==> src/rtl/clock_set_ctrl.sv <==
// Button-driven mode select and time-set sequencer for the multi-mode clock.
// Optional auto-repeat on held up/down buttons is enabled by defining CLOCK_SET_AUTOREPEAT_EN.
module clock_set_ctrl #(
  parameter int unsigned DEBOUNCE_MS     = 20,
  parameter int unsigned BLINK_MS        = 250,
  parameter int unsigned REPEAT_DELAY_MS = 500,
  parameter int unsigned REPEAT_RATE_MS  = 100
) (
  input  logic       clk_i,
  input  logic       reset_i,
  input  logic       tick_i,
  input  logic       btn_mode_i,
  input  logic       btn_next_i,
  input  logic       btn_up_i,
  input  logic       btn_down_i,
  output logic [1:0] mode_o,
  output logic [5:0] set_hrs_o,
  output logic [5:0] set_min_o,
  output logic [5:0] set_sec_o,
  output logic       set_time_o,
  output logic [1:0] edit_o,
  output logic       blink_o
);

  typedef enum logic [2:0] {StIdle, StSetHrs, StSetMin, StSetSec, StLoad} state_e;

  localparam int unsigned NumBtn = 4;

  // Button index: 0 mode, 1 next, 2 up, 3 down.
  logic [NumBtn-1:0] btn_raw;
  logic [NumBtn-1:0] sync1_q, sync2_q, deb_q, deb_d, deb_prev_q, ev;
  logic [15:0]       db_cnt_q [NumBtn];
  logic [15:0]       db_cnt_d [NumBtn];

  state_e     state_q, state_d;
  logic [1:0] mode_q, mode_d;
  logic [5:0] w_hrs_q, w_hrs_d, w_min_q, w_min_d, w_sec_q, w_sec_d;
  logic [5:0] set_hrs_q, set_hrs_d, set_min_q, set_min_d, set_sec_q, set_sec_d;
  logic       set_time_q, set_time_d;
  logic       blink_q, blink_d;
  logic [15:0] blink_cnt_q, blink_cnt_d;
  logic       in_set_q, in_set_d;
  logic       rep_up, rep_dn, inc, dec;

  assign btn_raw = {btn_down_i, btn_up_i, btn_next_i, btn_mode_i};
  assign ev      = deb_q & ~deb_prev_q;

  always_comb begin
    deb_d = deb_q;
    for (int i = 0; i < NumBtn; i++) begin
      db_cnt_d[i] = db_cnt_q[i];
      if (sync2_q[i] == deb_q[i]) begin
        db_cnt_d[i] = '0;
      end else if (tick_i) begin
        if (db_cnt_q[i] == 16'(DEBOUNCE_MS - 1)) begin
          deb_d[i]    = sync2_q[i];
          db_cnt_d[i] = '0;
        end else begin
          db_cnt_d[i] = db_cnt_q[i] + 16'd1;
        end
      end
    end
  end

  assign in_set_q = (state_q == StSetHrs) || (state_q == StSetMin) || (state_q == StSetSec);
  assign in_set_d = (state_d == StSetHrs) || (state_d == StSetMin) || (state_d == StSetSec);

`ifdef CLOCK_SET_AUTOREPEAT_EN
  logic [15:0] rep_cnt_q, rep_cnt_d;
  logic        rep_arm_q, rep_arm_d, rep_fire;

  always_comb begin
    rep_cnt_d = rep_cnt_q;
    rep_arm_d = rep_arm_q;
    rep_fire  = 1'b0;
    // Only a single held up or down button auto-repeats; any field change restarts the delay.
    if (!in_set_q || !(deb_q[2] ^ deb_q[3]) || (state_d != state_q)) begin
      rep_cnt_d = '0;
      rep_arm_d = 1'b0;
    end else if (tick_i) begin
      if (!rep_arm_q && rep_cnt_q == 16'(REPEAT_DELAY_MS - 1)) begin
        rep_fire  = 1'b1;
        rep_cnt_d = '0;
        rep_arm_d = 1'b1;
      end else if (rep_arm_q && rep_cnt_q == 16'(REPEAT_RATE_MS - 1)) begin
        rep_fire  = 1'b1;
        rep_cnt_d = '0;
      end else begin
        rep_cnt_d = rep_cnt_q + 16'd1;
      end
    end
  end

  always_ff @(posedge clk_i or posedge reset_i) begin
    if (reset_i) begin
      rep_cnt_q <= '0;
      rep_arm_q <= 1'b0;
    end else begin
      rep_cnt_q <= rep_cnt_d;
      rep_arm_q <= rep_arm_d;
    end
  end

  assign rep_up = rep_fire & deb_q[2];
  assign rep_dn = rep_fire & deb_q[3];
`else
  logic unused_repeat_params;
  assign unused_repeat_params = ^{REPEAT_DELAY_MS, REPEAT_RATE_MS};
  assign rep_up = 1'b0;
  assign rep_dn = 1'b0;
`endif

  assign inc = ev[2] | rep_up;
  assign dec = ev[3] | rep_dn;

  function automatic logic [5:0] step_field(input logic [5:0] v, input logic [5:0] max_v,
                                            input logic up, input logic dn);
    if (up && !dn) return (v == max_v) ? 6'd0 : v + 6'd1;
    if (dn && !up) return (v == 6'd0) ? max_v : v - 6'd1;
    return v;
  endfunction

  always_comb begin
    state_d    = state_q;
    mode_d     = mode_q;
    w_hrs_d    = w_hrs_q;
    w_min_d    = w_min_q;
    w_sec_d    = w_sec_q;
    set_hrs_d  = set_hrs_q;
    set_min_d  = set_min_q;
    set_sec_d  = set_sec_q;
    set_time_d = 1'b0;
    case (state_q)
      StIdle: begin
        if (ev[0]) begin
          mode_d = mode_q + 2'd1;
        end else if (ev[1]) begin
          w_hrs_d = set_hrs_q;
          w_min_d = set_min_q;
          w_sec_d = set_sec_q;
          state_d = StSetHrs;
        end
      end
      StSetHrs, StSetMin, StSetSec: begin
        if (ev[0]) begin
          state_d = StIdle;
        end else if (ev[1]) begin
          case (state_q)
            StSetHrs: state_d = StSetMin;
            StSetMin: state_d = StSetSec;
            default: begin
              // Commit on entry so the values and strobe are visible during the LOAD cycle.
              state_d    = StLoad;
              set_hrs_d  = w_hrs_q;
              set_min_d  = w_min_q;
              set_sec_d  = w_sec_q;
              set_time_d = 1'b1;
            end
          endcase
        end else begin
          case (state_q)
            StSetHrs: w_hrs_d = step_field(w_hrs_q, 6'd23, inc, dec);
            StSetMin: w_min_d = step_field(w_min_q, 6'd59, inc, dec);
            default:  w_sec_d = step_field(w_sec_q, 6'd59, inc, dec);
          endcase
        end
      end
      StLoad:  state_d = StIdle;
      default: state_d = StIdle;
    endcase
  end

  always_comb begin
    blink_d     = blink_q;
    blink_cnt_d = blink_cnt_q;
    if (!in_set_d) begin
      blink_d     = 1'b0;
      blink_cnt_d = '0;
    end else if (state_d != state_q) begin
      blink_d     = 1'b1;
      blink_cnt_d = '0;
    end else if (tick_i) begin
      if (blink_cnt_q == 16'(BLINK_MS - 1)) begin
        blink_d     = ~blink_q;
        blink_cnt_d = '0;
      end else begin
        blink_cnt_d = blink_cnt_q + 16'd1;
      end
    end
  end

  always_ff @(posedge clk_i or posedge reset_i) begin
    if (reset_i) begin
      sync1_q     <= '0;
      sync2_q     <= '0;
      deb_q       <= '0;
      deb_prev_q  <= '0;
      db_cnt_q    <= '{default: '0};
      state_q     <= StIdle;
      mode_q      <= 2'd0;
      w_hrs_q     <= '0;
      w_min_q     <= '0;
      w_sec_q     <= '0;
      set_hrs_q   <= 6'd12;
      set_min_q   <= '0;
      set_sec_q   <= '0;
      set_time_q  <= 1'b0;
      blink_q     <= 1'b0;
      blink_cnt_q <= '0;
    end else begin
      sync1_q     <= btn_raw;
      sync2_q     <= sync1_q;
      deb_q       <= deb_d;
      deb_prev_q  <= deb_q;
      db_cnt_q    <= db_cnt_d;
      state_q     <= state_d;
      mode_q      <= mode_d;
      w_hrs_q     <= w_hrs_d;
      w_min_q     <= w_min_d;
      w_sec_q     <= w_sec_d;
      set_hrs_q   <= set_hrs_d;
      set_min_q   <= set_min_d;
      set_sec_q   <= set_sec_d;
      set_time_q  <= set_time_d;
      blink_q     <= blink_d;
      blink_cnt_q <= blink_cnt_d;
    end
  end

  always_comb begin
    case (state_q)
      StSetHrs: edit_o = 2'd1;
      StSetMin: edit_o = 2'd2;
      StSetSec: edit_o = 2'd3;
      default:  edit_o = 2'd0;
    endcase
  end

  assign mode_o     = mode_q;
  assign set_hrs_o  = set_hrs_q;
  assign set_min_o  = set_min_q;
  assign set_sec_o  = set_sec_q;
  assign set_time_o = set_time_q;
  assign blink_o    = blink_q;

endmodule

==> config.mk <==
export PLATFORM = sky130hd
export DESIGN_NAME = clock_set_ctrl
export DESIGN_NICKNAME = d
export VERILOG_FILES = /design/src/rtl/clock_set_ctrl.sv
export SDC_FILE = /design/constraint.sdc
export NUM_CORES = 1
export LEC_CHECK = 0
export ABC_AREA = 1
export CAP_MARGIN = 25
export CORE_MARGIN = 2
export CORE_UTILIZATION = 65
export CTS_CLUSTER_DIAMETER = 40
export DETAILED_ROUTE_END_ITERATION = 7
export DONT_BUFFER_PORTS = 1
export GPL_ROUTABILITY_DRIVEN = 0
export PLACE_DENSITY_LB_ADDON = 0.12
export SKIP_LAST_GASP = 1
export SYNTH_ARGS = -nofsm -noshare
export SYNTH_HDL_FRONTEND = slang
export SYNTH_SLANG_ARGS = --single-unit
==> constraint.sdc <==
create_clock -name clk_i -period 7.66 [get_ports clk_i]
set_input_delay 1.532 -clock clk_i [delete_from_list [all_inputs] [get_ports clk_i]]
set_output_delay 1.532 -clock clk_i [all_outputs]
set_load 0.005 [all_outputs]
==> impl_metrics.tcl <==
set metrics [dict create \
    outcome "finished clean" \
    yosys_warnings 0 \
    cts_setup_buffers 0 \
    stdcell_area_um2 8610 \
    hold_viol 0 \
    insertion_delay_ns 0.42 \
    setup_violations 0 \
    r2r_setup_slack_ns 5.36 \
    clockBufferDepth 2 \
    via_per_inst 5.67 \
    skew_ns 0.00536 \
    io_buffer_count 0 \
    netlist_area_um2 7800 \
    synth-edff-count 0 \
    yosys.area.top_type "dfrtp_1" \
    end_kind "output port" \
    cts_tree "done" \
    ctsRootBufferMaster "clkbuf_16" \
    reg2reg_to "w_sec_q[4]$_DFFE_PP0P_" \
    drive_gt1_share_pct 6.27 \
    p_leak_uw 0.00389 \
    pwr_density_cell_nw_per_um2 292 \
    clkSlewWorstSetupHoldPaths_ns 0.06 \
    ctsHoldBuffers 0 \
    synthArstFlopShare_pct 100 \
    synth_fp_nets 1046 \
    clock.fmax_mhz 355 \
    htreeDepth 4 \
    nets 1048 \
    power_uw 2520 \
    drtPass1Iterations 6 \
    ir_worst_vdd_uv 189 \
    startpoint_type "register" \
    path_cells "inv_1 > nor2_1" \
    final_core_util_pct 72.6 \
    hold_end "sync2_q[3]$_DFF_PP0_" \
    setup_tns_ns 0 \
    crit_required_ns 6.13 \
    cts_buffers 17 \
    ys_ff_latch 139 \
    criticalPathCategory "register to output port" \
    grt_max_degree 76 \
    areaGrowthSynthToFinish_pct 10.4 \
    reg2regPathDepth 7 \
    grt_pass1_wl_mm 28.5 \
    timing.final.crit_share_pct 36.8 \
    grtUsageTotal_pct 27.2 \
    cp_top_family "flip-flops" \
    postPlaceCellArea_um2 7920 \
    die_h_um 114 \
    io_pins 31 \
    wl_per_cell_um 14.1 \
    wl_mm 16.7 \
    rsz0062_at_grt "no" \
    grt-ovfl-total 0 \
    worstHoldStart "sync1_q[3]$_DFF_PP0_" \
    critPathMaxFanout 7 \
    syn_area_per_cell_um2 7.63 \
    fp-row-count 40 \
    yosysSeqAreaShare_pct 44.6 \
    fp.dieW_um 114 \
    hpwl_mm 11.2 \
    grt_pass1_vias 6425 \
    drv_cap 0 \
    ant_nets 0 \
    clock-sinks 139 \
    worstMarginPinSlew_ns 0.935 \
    antennaDiodeCount 0 \
    netlist_top_cells_area "dfrtp_1 (44%), nand2_1 (9.6%), nor2_1 (6.1%)" \
    coreArea_um2 11900 \
    fin_ws_ns 4.84 \
    drtIter0Drc 633 \
    crit_arrival_ns 1.28 \
    hold_path.class "register to register" \
    synth_cells 1022 \
    r2r_start "state_q[0]$_DFF_PP0_" \
    whs_path_depth 0 \
    post-route-drc-count 0 \
    slowest_stage "dfrtp_1" \
    cts-resized-gates 0 \
    relSlewSlack_pct 37.7 \
    synth_top_area_share_pct 44.0 \
    critPathLaunch "state_q[0]$_DFF_PP0_" \
    ys_dominant_reg_cell "dfrtp_1" \
    path_buf_inv 1 \
    die_area_um2 12900 \
    cp_slowest_stage_delay_ns 0.52 \
    antenna_found_initial 0 \
    ys_types 42 \
    slew_viol_final 0 \
    pre_cts_slack_ns 4.71 \
    start_util_pct 65.7 \
    fin_crit_ns 2.82 \
    vias 6705 \
]
-- placed cells by master, fill, tap and decap left out, types with 8 or more instances in the layout --
cell / n
xor2_1: 27
nand3_1: 81
clkbuf_16: 17
dfrtp_1: 137
nor4_1: 9
a21oi_1: 37
nand2_1: 200
nand4_1: 34
o21ai_0: 54
a31oi_1: 8
ha_1: 17
inv_2: 9
o22ai_1: 22
nor2_1: 126
o21ai_1: 37
inv_1: 121
nor3_1: 29
-- flip-flops by register name, indices dropped and copies added (netlist names), 6 cells and up --
register	count
w_hrs_q	6
w_sec_q	6
set_sec_o	6
set_min_o	6
db_cnt_q	64
set_hrs_o	6
blink_cnt_q	16
w_min_q	6
-- worst reg2reg max path, delay by kind of cell, from the launching register on --
kind,cells,cell delay (ns)
AOI/OAI and AO/OA,4,0.98
DFF,1,0.49
and+or+nand+nor,2,0.40
buffers and inverters,1,0.34
-- stage by stage --
step | hold slack (ns) | cells
floorplan | 0.331 | 1022
global placement | 0.334 | 1152
detailed placement | 0.337 | 1152
CTS | 0.350 | 1183
global route | 0.354 | 1183
finish | 0.351 | 1183
-- synth_stat cells, types with 5 or more instances --
master	instances
nand3_1	81
dfrtp_1	137
buf_2	6
inv_1	122
o21ai_1	37
or2_2	5
nor4_1	9
o21ai_0	54
a31oi_1	8
nand2_1	200
xnor2_1	5
xor2_1	27
nand4_1	34
a21oi_1	37
nor3_1	29
clkbuf_1	11
inv_2	9
o22ai_1	22
ha_1	17
nor2_1	126
-- cell type report --
class	count	area [um^2]
multi-input combinational	732	3740
sequential	139	3480
fill	900	3250
inverter	131	497
clock buffer	21	480
clock inverter	10	210
tap	147	184
timing repair buffer	3	22.5
-- worst max-delay path by stage --
| stage | to | slack [ns] | depth (start not counted) |
|---|---|---|---|
| 6_report | edit_o[0] | 4.84 | 2 |
| 5_1_grt | edit_o[0] | 4.78 | 2 |
| 3_5_place_dp | set_hrs_o[5]$_DFFE_PP0P_ | 4.71 | 2 |
| 3_3_place_gp | w_hrs_q[5]$_DFFE_PP0P_ | 4.75 | 2 |
| 2_1_floorplan | blink_cnt_q[0]$_DFFE_PP0P_ | 2.41 | 1 |
| 4_1_cts | edit_o[0] | 4.86 | 2 |
-- kinds of logic after synthesis --
family          after synthesis  share of synthesized area (%)
fa+ha+maj                    17                           2.73
xor+xnor                     32                           3.59
flops                       139                           44.6
compound gates              182                           13.2
simple gates                501                           28.4
buf+inv                     151                           7.46
-- power by group --
part	switching [uW]	total [uW]	internal (uW)
combinational	382	593	210
sequential	127	967	840
clock	312	956	644
-- per-layer routing --
layer	global-route usage [%]	routed length, um
met1	35.4	7720
met4	8.94	308
met5	0	0
met2	45.1	7990
met3	6.48	681
Note: power is estimated with default switching activity, not from simulation.
